$ cat src/rtl/bin2bcd_pkg.sv
// rtl/bin2bcd_pkg.sv - shared types and constants for the binary-to-BCD converter
package bin2bcd_pkg;

    localparam int DIGIT_W = 4;

    typedef enum logic [1:0] {
        IDLE = 2'd0,
        OP   = 2'd1,
        DONE = 2'd2
    } state_t;

    typedef logic [DIGIT_W-1:0] bcd_digit_t;

endpackage

$ cat src/rtl/add_3.sv
// rtl/add_3.sv - double-dabble digit correction cell: 5..9 gets +3, below 5 passes through
module add_3
    import bin2bcd_pkg::*;
(
    input  bcd_digit_t digit,
    output bcd_digit_t corrected
);

    // Inputs 10..15 never occur inside a conversion; they still add 3 rather than saturate.
    assign corrected = (digit >= bcd_digit_t'(5)) ? digit + bcd_digit_t'(3) : digit;

endmodule

$ cat src/rtl/bin2bcd_seq.sv
// rtl/bin2bcd_seq.sv - sequential double-dabble binary to packed BCD, one shift per clock; BCD_OVF_EN adds a sticky overflow output
module bin2bcd_seq
    import bin2bcd_pkg::*;
#(
    parameter int BIN_W  = 13,
    parameter int DIGITS = 4
) (
    input  logic                      clk,
    input  logic                      reset_n,
    input  logic                      start,
    input  logic [BIN_W-1:0]          bin,
    output logic                      ready,
    output logic                      done_tick,
`ifdef BCD_OVF_EN
    output logic                      overflow,
`endif
    output logic [DIGIT_W*DIGITS-1:0] bcd
);

    localparam int BCD_W = DIGIT_W * DIGITS;
    localparam int CNT_W = $clog2(BIN_W + 1);

    state_t             state;
    state_t             state_nxt;
    logic [CNT_W-1:0]   cnt;
    logic [BIN_W-1:0]   shreg;
    logic [BCD_W-1:0]   work;
    logic [BCD_W-1:0]   corr;
    logic [BCD_W-1:0]   work_nxt;
    logic               accept;
    logic               last;

    genvar g;
    generate
        for (g = 0; g < DIGITS; g++) begin : g_digit
            add_3 u_add_3 (
                .digit     (work[g*DIGIT_W +: DIGIT_W]),
                .corrected (corr[g*DIGIT_W +: DIGIT_W])
            );
        end
    endgenerate

    // Top bit of the corrected digits falls off; the binary MSB enters the ones digit.
    assign work_nxt = {corr[BCD_W-2:0], shreg[BIN_W-1]};
    assign accept   = (state == IDLE) && start;
    assign last     = (state == OP) && (cnt == CNT_W'(1));

    always_ff @(posedge clk or negedge reset_n) begin
        if (!reset_n) begin
            state <= IDLE;
        end else begin
            state <= state_nxt;
        end
    end

    always_comb begin
        state_nxt = state;
        ready     = 1'b0;
        done_tick = 1'b0;
        case (state)
            IDLE: begin
                ready = 1'b1;
                if (start) begin
                    state_nxt = OP;
                end
            end
            OP: begin
                if (cnt == CNT_W'(1)) begin
                    state_nxt = DONE;
                end
            end
            DONE: begin
                done_tick = 1'b1;
                state_nxt = IDLE;
            end
            default: begin
                state_nxt = IDLE;
            end
        endcase
    end

    // bcd is loaded on the final shift so it is already valid while done_tick is high.
    always_ff @(posedge clk or negedge reset_n) begin
        if (!reset_n) begin
            shreg <= '0;
            work  <= '0;
            cnt   <= '0;
            bcd   <= '0;
        end else if (accept) begin
            shreg <= bin;
            work  <= '0;
            cnt   <= CNT_W'(BIN_W);
        end else if (state == OP) begin
            shreg <= {shreg[BIN_W-2:0], 1'b0};
            work  <= work_nxt;
            cnt   <= cnt - CNT_W'(1);
            if (last) begin
                bcd <= work_nxt;
            end
        end
    end

`ifdef BCD_OVF_EN
    logic ovf_sticky;

    always_ff @(posedge clk or negedge reset_n) begin
        if (!reset_n) begin
            ovf_sticky <= 1'b0;
            overflow   <= 1'b0;
        end else if (accept) begin
            ovf_sticky <= 1'b0;
        end else if (state == OP) begin
            ovf_sticky <= ovf_sticky | corr[BCD_W-1];
            if (last) begin
                overflow <= ovf_sticky | corr[BCD_W-1];
            end
        end
    end
`endif

endmodule
$ cat config.mk
export PLATFORM = sky130hd
export DESIGN_NAME = bin2bcd_seq
export DESIGN_NICKNAME = d
export VERILOG_FILES = /design/src/rtl/bin2bcd_pkg.sv /design/src/rtl/add_3.sv /design/src/rtl/bin2bcd_seq.sv
export SDC_FILE = /design/constraint.sdc
export NUM_CORES = 1
export LEC_CHECK = 0
export CAP_MARGIN = 10
export CELL_PAD_IN_SITES_DETAIL_PLACEMENT = 0
export CELL_PAD_IN_SITES_GLOBAL_PLACEMENT = 1
export CORE_AREA = 2 2 75 95
export DETAILED_ROUTE_END_ITERATION = 7
export DIE_AREA = 0 0 77 97
export PLACE_DENSITY = 0.79
export SYNTH_ARGS = -nofsm -noshare
export SYNTH_HDL_FRONTEND = slang
export SYNTH_SLANG_ARGS = --single-unit
$ cat constraint.sdc
create_clock -name clk -period 1.55 [get_ports clk]
set_input_delay 0.3875 -clock clk [delete_from_list [all_inputs] [get_ports clk]]
set_output_delay 0.3875 -clock clk [all_outputs]
set_load 0.02 [all_outputs]
# Word level (Yosys, flattened, before mapping)
# Cells that the tools add are included.
classes:
  eq_ne: 5
  n_reduce_logical: 6
  add_sub_neg: 5
  bitwise_logic: 1
  n_mux: 15
  magnitude_cmp: 4
op_table:
  columns: ["operator", "n"]
  rows:
  - ["16-bit two-way mux", 2]
  - ["13-bit two-way mux", 2]
  - ["4-bit two-way mux", 5]
  - ["4-bit by 3-bit >= comparator with 1-bit output (second input constant)", 4]
  - ["4-bit by 2-bit adder with 4-bit output (second input constant)", 3]
  - ["4-bit by 1-bit equality test with 1-bit output (second input constant)", 1]
  - ["2-bit two-way mux", 2]
  - ["2-bit != test (second input constant)", 2]
  - ["2-bit case mux with 2 select lines", 1]
  - ["4-bit by 1-bit subtractor with 4-bit output (second input constant)", 1]
  - ["3-bit by 2-bit adder with 3-bit output (second input constant)", 1]
  - ["3-bit two-way mux", 1]
  - ["3-bit AND reduction", 1]
  - ["2-bit by 1-bit equality test with 1-bit output (second input constant)", 1]
  - ["2-bit equality test (second input constant)", 1]
  - ["1-bit logical AND", 2]
  - ["2-bit zero test", 1]
  - ["1-bit two-way mux", 2]
  - ["2-bit AND reduction", 1]
  - ["2-bit nonzero test", 1]
  - ["1-bit NOT", 1]
word_totals:
  input_bits: 16
  regBits: 51
  output_inout_bits: 18
  word_cells: 41

# Logic depth before layout (Yosys ltp)
# Gate-level depths: netlist of run 1.
depth:
  depth_word: 4
  mapped_depth: 7
  mapped_depth_nobuf: 6

# Cells and area by module
# A second synthesis of run 1 with hierarchy kept.
unflattened:
  cells_unflattened: 255
  area_unflattened_um2: 2512.4
modules_own_cells:
  columns: ["mod", "instances", "area_per_inst_um2", "cells_each", "seq_area_each_um2"]
  rows:
  - ["bin2bcd_seq", 1, 2107.0, 191, 1276.2]
  - ["add_3", 4, 101.3, 16, 0.0]

# Least setup slack after synthesis of run 1
# No wires, ideal clock.
synth_timing:
  kind: "flip-flop to flip-flop"
  start: "reg cnt[1]"
  end: "reg bcd[13]"
  arrival_ns: 1.455
  synth_period_minus_slack_ns: 1.583
  setup_slack_ns: -0.033
  path_buffers: 0
  setup_ns: 0.127
  path_stages_with_launch: 7
  required_time_ns: 1.423
  path_cell_list: "dfrtp_1 -> inv_1 -> ha_1 -> nor3b_2 -> nand2_4 -> inv_6 -> mux2_1"
synth_via:
  elab_chain_len: 3
synth_lines:
  columns: ["item", "line_no", "rtl"]
  rows:
  - ["start: declaration", "bin2bcd_seq.sv:25", "logic [CNT_W-1:0] cnt;"]
  - ["start signal: assignment", "bin2bcd_seq.sv:92", "cnt <= CNT_W'(BIN_W);"]
  - ["start signal: assignment", "bin2bcd_seq.sv:96", "cnt <= cnt - CNT_W'(1);"]
  - ["4-bit by 1-bit equality test with 1-bit output", "bin2bcd_seq.sv:46", "assign last = (state == OP) && (cnt == CNT_W'(1));"]
  - ["1-bit logical AND", "bin2bcd_seq.sv:46", null]
  - ["3-bit AND reduction (no line)", null, null]
  - ["end signal: assignment", "bin2bcd_seq.sv:98", "bcd <= work_nxt;"]
  - ["end: declaration", "bin2bcd_seq.sv:17", "output logic [DIGIT_W*DIGITS-1:0] bcd"]
# Every way passes these cells.
# A chain may end at the register's enable or synchronous reset.

# Worst setup path after layout of run 1
layout_timing:
  start: "reg work[1]"
  end: "reg bcd[1]"
layout_via:
  elab_chain_len: 2
layout_lines:
  columns: ["item", "line_no", "rtl"]
  rows:
  - ["start: declaration", "bin2bcd_seq.sv:27", "logic [BCD_W-1:0] work;"]
  - ["start signal: assignment", "bin2bcd_seq.sv:95", "work <= work_nxt;"]
  - ["4-bit by 3-bit >= comparator with 1-bit output", "add_3.sv:10", "assign corrected = (digit >= bcd_digit_t'(5)) ? digit + bcd_digit_t'(3) : digit;"]
  - ["4-bit two-way mux", "add_3.sv:10", null]
# Every way passes these cells.

==> flow_summary.ini, run 1 <==
[clock_network]
insertion_delay_ps = 300
clock-root-buffer = clkbuf_8
cts_tree = yes
clk_path_buf_depth = 2
cts.clk_slew.worst_paths_ps = 90
clock_sinks = 51
cts_inserted_buffers = 5
htreeDepth = 2

[timing]
worst_pin_slew_ps = 290
skew_ps = 11.0
slew_viol_final = 0
hold_violations = 0
setup_ws_ps = 44.0
setup_viol = 0
relSlewSlack_pct = 80.4
post-route-period-util_pct = 97.2
fmax_mhz = 664
period_minus_slack_ps = 1510

[pwr]
p_per_area_nw_per_um2 = 2070
ir_drop_mv = 0.843
power_leakage_nw = 1.54

[yosys]
yosys-top-cells-area = dfrtp_1 (53%), nand2_1 (7.3%), ha_1 (5.2%)
yosys_warnings = 0
synth_area_um2 = 2420
synth_area_leader_cell = dfrtp_1
async_flop_share_pct = 100
synth_nets = 258
synth_top_area_share_pct = 52.8
ys.flop_type = dfrtp_1
yosysMostFrequentCell = dfrtp_1
yosys-top-cells-count = dfrtp_1 (51), nand2_1 (47), o21ai_0 (21)
avgSynthCellArea_um2 = 10.4
synth_edf_count = 0
ys_types = 34
netlist_instances = 232
synth-seq-cells = 51
synth.yosys.seq_area_share_pct = 52.8

[drt]
highest_layer = met4
vias = 1882
post_drt_wl_per_cell_um = 13.3
wl_met1_um = 2360
dr.pass1.iters = 4
initialDrtViolationCount = 61
vias_per_cell = 4.90
wl_met3_um = 148
drc = 0
ant_nets = 0
drt_wl_total_um = 5130
met2_length_um = 2560

[floorplan]
dieArea_um2 = 7470
die_w_um = 77
rows = 33
start_util_pct = 37.1
die_h_um = 97
core_um2 = 6520
ios = 34

[cells_and_area]
syn_to_final_growth_pct = 34.5
fin_cells = 384
n_antenna_cell = 0
fin_area_um2 = 3250
layout-drive-gt1-share_pct = 28.3
num-nets-final = 324

[flow_run]
cap_violations = 0

[worst_hold_path]
hold_path.class = input port to async pin

[place]
port_buffers = 33
pre_cts_ws_ps = -225
dpl.cell_count = 370
dp_hpwl_um = 3560
place_area_um2 = 3010
routabilityCongestion = 0.768

[grt]
antenna_found_initial = 0
overflow = 0
grt_start_max_net_pins = 52
grtUsageTotal_pct = 14.5
grt_pass1_wl_um = 8910
grt_pass1_vias = 1879

[setup_path]
cp_data_required_time_ps = 1740
crit_fanout = 3
path_delay_family = flip-flops
endpoint_kind = flip-flop
crit_type = flip-flop to flip-flop
startpoint = work[1]
slowest_delay_ps = 400
worstPathCellList = inv_2 -> ha_2 -> nand2b_4 -> a21oi_2 -> buf_4 -> xnor2_2 -> mux2_1
start_kind = flip-flop
worstPathArrival_ps = 1690
timing.rr.start = work[1]
crit_buf_inv = 2
crit_path_top_delay_cell = dfrtp_1

[status]
status = completed
placed cells by master, fill, tap and decap left out, types with 3 or more instances in the layout:
| cell type | count |
|---|---|
| a21oi_1 | 9 |
| a22o_1 | 4 |
| a22oi_1 | 12 |
| a31oi_1 | 4 |
| buf_2 | 3 |
| buf_4 | 33 |
| clkbuf_8 | 5 |
| clkdlybuf4s50_1 | 14 |
| dfrtp_1 | 50 |
| dlygate4sd2_1 | 16 |
| ha_1 | 5 |
| ha_2 | 3 |
| inv_1 | 5 |
| inv_2 | 5 |
| mux2_1 | 3 |
| mux2_4 | 5 |
| nand2_1 | 47 |
| nand2b_4 | 3 |
| nor3_1 | 5 |
| nor3b_1 | 3 |
| o21ai_0 | 15 |
| o21ai_1 | 11 |
| o21ai_2 | 3 |
| or3b_2 | 4 |
| xnor2_1 | 3 |
layer usage:
metal / global-route usage [%] / vias to the layer above
met2: 23.8 / 28
met3: 2.61 / 4
met4: 4.26 / 0
met1: 19.7 / 917
li1: - / 933
met5: 0 / -
report_power, final:
| part | switching (W) | internal (W) |
|---|---|---|
| clock network | 0.000417 | 0.000301 |
| registers | 0.000451 | 0.00192 |
| logic | 0.00181 | 0.00182 |
area by class of cell:
cell class / count / area [µm²]
Sequential cell: 51 / 1280
Fill cell: 642 / 3270
Timing Repair Buffer: 68 / 574
Multi-Input combinational cell: 161 / 1170
Clock buffer: 5 / 68.8
Clock inverter: 1 / 7.51
Tap cell: 87 / 109
Inverter: 11 / 48.8
cells by family after synthesis:
kind of cell	Yosys count	share of synthesized area (%)
adder cells (fa/ha/maj)	10	5.17
XOR/XNOR	5	1.81
AO/OA/AOI/OAI	63	15.2
multiplexers	9	4.35
AND/OR/NAND/NOR	74	16.0
buffers and inverters	20	4.71
flip-flops	51	52.8
worst reg2reg max path, cell delays in order, from the launching register on:
cell and delay, ps:
dfrtp_1 400, inv_2 90, ha_2 170, nand2b_4 120
a21oi_2 60, buf_4 150, xnor2_2 130, mux2_1 290
metrics by stage:
stage	power (W)	util, %	hold slack [ps]	TNS (ps)
after floorplan	0.00433	-	91.9	0
final	0.00672	49.8	62.5	0
after global routing	0.00732	49.8	78.3	-38.4
after CTS	0.00626	47.5	67.6	0
after detailed placement	0.00558	46.1	400	-4540
after global placement	0.00549	46.1	401	-3580
worst paths after layout:
kind                             to  slack [ps]  depth (start not counted)
max in group asynchronous  state[0]        1230                          2
min in group clk           shreg[7]         480                          2
min                         bcd[13]          60                          2
max                          bcd[1]          40                          7
max reg2reg                  bcd[1]          40                          7
min reg2reg                shreg[7]         480                          2
flip-flops by register name (all words and copies together), names as in the netlist:
| register | count |
|---|---|
| work | 16 |
| shreg | 13 |
| cnt | 4 |
| state | 2 |
| bcd | 16 |
repair_timing:
action                     CTS  global route
hold buffers                 0             0
buffers inserted             2             6
pin swaps                    2             7
gates resized for setup     28            36
setup endpoints to repair   28            23
Note: power is estimated with default switching activity, not from simulation.
==> run 2, diff against run 1 <==
- MAX_ROUTING_LAYER: default -> met4
==> run 2 against run 1 <==
Net effect: clock skew about the same; non-clock buffer count stayed put; die area unchanged; critical endpoint unchanged; highest routed layer unchanged.
==> flow_summary.ini, run 2 (same netlist as run 1, synthesis figures left out) <==
[flow_run]
cap_violations = 0

[setup_path]
crit_type = flip-flop to flip-flop
crit_path_top_delay_cell = dfrtp_1
worstPathArrival_ps = 1700
timing.rr.start = work[1]
r2r_slack_ps = 40
slowest_delay_ps = 400
start_kind = flip-flop
timing.rr.end = bcd[1]
crit_buf_inv = 2
crit_fanout = 3
reg2reg_depth = 7
cp_data_required_time_ps = 1740
endpoint_kind = flip-flop
worstPathCellList = inv_2 -> ha_2 -> nand2b_4 -> a21oi_2 -> buf_4 -> xnor2_2 -> mux2_1
path_delay_family = flip-flops

[worst_hold_path]
hold_path.class = input port to async pin

[clock_network]
clk_path_buf_depth = 2
insertion_delay_ps = 300
cts_inserted_buffers = 5
postCtsHoldBufs = 0
clock_sinks = 51
cts_tree = yes
htreeDepth = 2
clock-root-buffer = clkbuf_8
cts.clk_slew.worst_paths_ps = 90

[grt]
grtUsageTotal_pct = 14.9
grt_start_max_net_pins = 52
grt_pass1_vias = 1879
antenna_found_initial = 0
grt_pass1_wl_um = 8900
overflow = 0

[place]
dpl.cell_count = 370
place_area_um2 = 3010
port_buffers = 33
dp_hpwl_um = 3560
routabilityCongestion = 0.778
pre_cts_ws_ps = -225

[timing]
setup_ws_ps = 40.2
fmax_mhz = 662
worst_pin_slew_ps = 290
finalSetupTns_ps = 0
period_minus_slack_ps = 1510
hold_violations = 0
skew_ps = 10.9
relSlewSlack_pct = 80.4
setup_viol = 0
post-route-period-util_pct = 97.4
slew_viol_final = 0

[drt]
drc = 0
vias_per_cell = 4.90
ant_nets = 0
drt_wl_total_um = 5150
initialDrtViolationCount = 61
post_drt_wl_per_cell_um = 13.4
vias = 1880
dr.pass1.iters = 4

[floorplan]
dieArea_um2 = 7470
core_um2 = 6520
rows = 33
start_util_pct = 37.1
die_w_um = 77
ios = 34
die_h_um = 97

[pwr]
combPwrFrac_pct = 54.0
power_frac_clock_pct = 10.7
p_sw_w = 0.00269
power_leakage_nw = 1.54
seqPwrFrac_pct = 35.3
ir_drop_mv = 0.843
netSwitchingFraction_pct = 39.9
p_per_area_nw_per_um2 = 2070
power.internal_w = 0.00404

[cells_and_area]
layout.cells.most_common_list = dfrtp_1 (50), nand2_1 (47), buf_4 (33)
layout_commonest_cell = dfrtp_1
fin_cells = 384
num-nets-final = 324
layout-drive-gt1-share_pct = 28.3
final_util_pct = 49.8
fin_area_um2 = 3250
syn_to_final_growth_pct = 34.5
n_antenna_cell = 0
largest_registers = bcd x16, work x16, shreg x13

[status]
status = completed
-- run 2: cell type report --
class,count,area [µm²]
fill,642,3270
sequential,51,1280
multi-input combinational,161,1170
timing repair buffer,68,574
tap,87,109
clock buffer,5,68.8
inverter,11,48.8
clock inverter,1,7.51
-- run 2: per-stage QoR --
stage	hold slack (ps)	power, W
after floorplan	91.9	0.00433
after global placement	401	0.00549
after detailed placement	400	0.00558
after CTS	67.6	0.00626
after global routing	78.3	0.00732
final	67.2	0.00673
-- run 2: power groups by stage --
stage	clock network [W]	logic, W	registers (W)
3_5_place_dp	0	0.00322	0.00236
4_1_cts	0.000745	0.00317	0.00235
2_1_floorplan	0	0.00181	0.00253
6_report	0.000720	0.00363	0.00237
5_1_grt	0.000794	0.00407	0.00246
3_3_place_gp	0	0.00313	0.00235
-- run 2: worst register-to-register path, delay by kind of cell (launching register included) --
| kind | cells | cell delay, ps |
|---|---|---|
| fa+ha+maj | 1 | 170 |
| mux | 1 | 290 |
| buf+inv | 2 | 240 |
| flops | 1 | 400 |
| compound gates | 1 | 60 |
| simple gates | 1 | 120 |
| xor+xnor | 1 | 130 |
-- run 2: layer usage --
layer	vias to the layer above	wire length, µm	GRT usage, %
met3	4	124	2.33
met4	0	55	4.26
met5	-	0	-
met1	915	2390	19.7
li1	933	-	-
met2	28	2590	24.0
-- run 2: worst max path at each step --
| stage | cells after the start | end | start |
|---|---|---|---|
| 5_1_grt | 6 | work[15] | start |
| 3_3_place_gp | 6 | shreg[12] | start |
| 2_1_floorplan | 6 | bcd[13] | cnt[1] |
| 3_5_place_dp | 6 | shreg[8] | start |
| 4_1_cts | 2 | ready | state[0] |
| 6_report | 7 | bcd[1] | work[1] |
-- run 2: what timing repair did --
action | in CTS | in global routing
resized for setup | 28 | 36
pin swaps | 2 | 7
setup endpoints to repair | 28 | 23
buffers inserted | 2 | 6
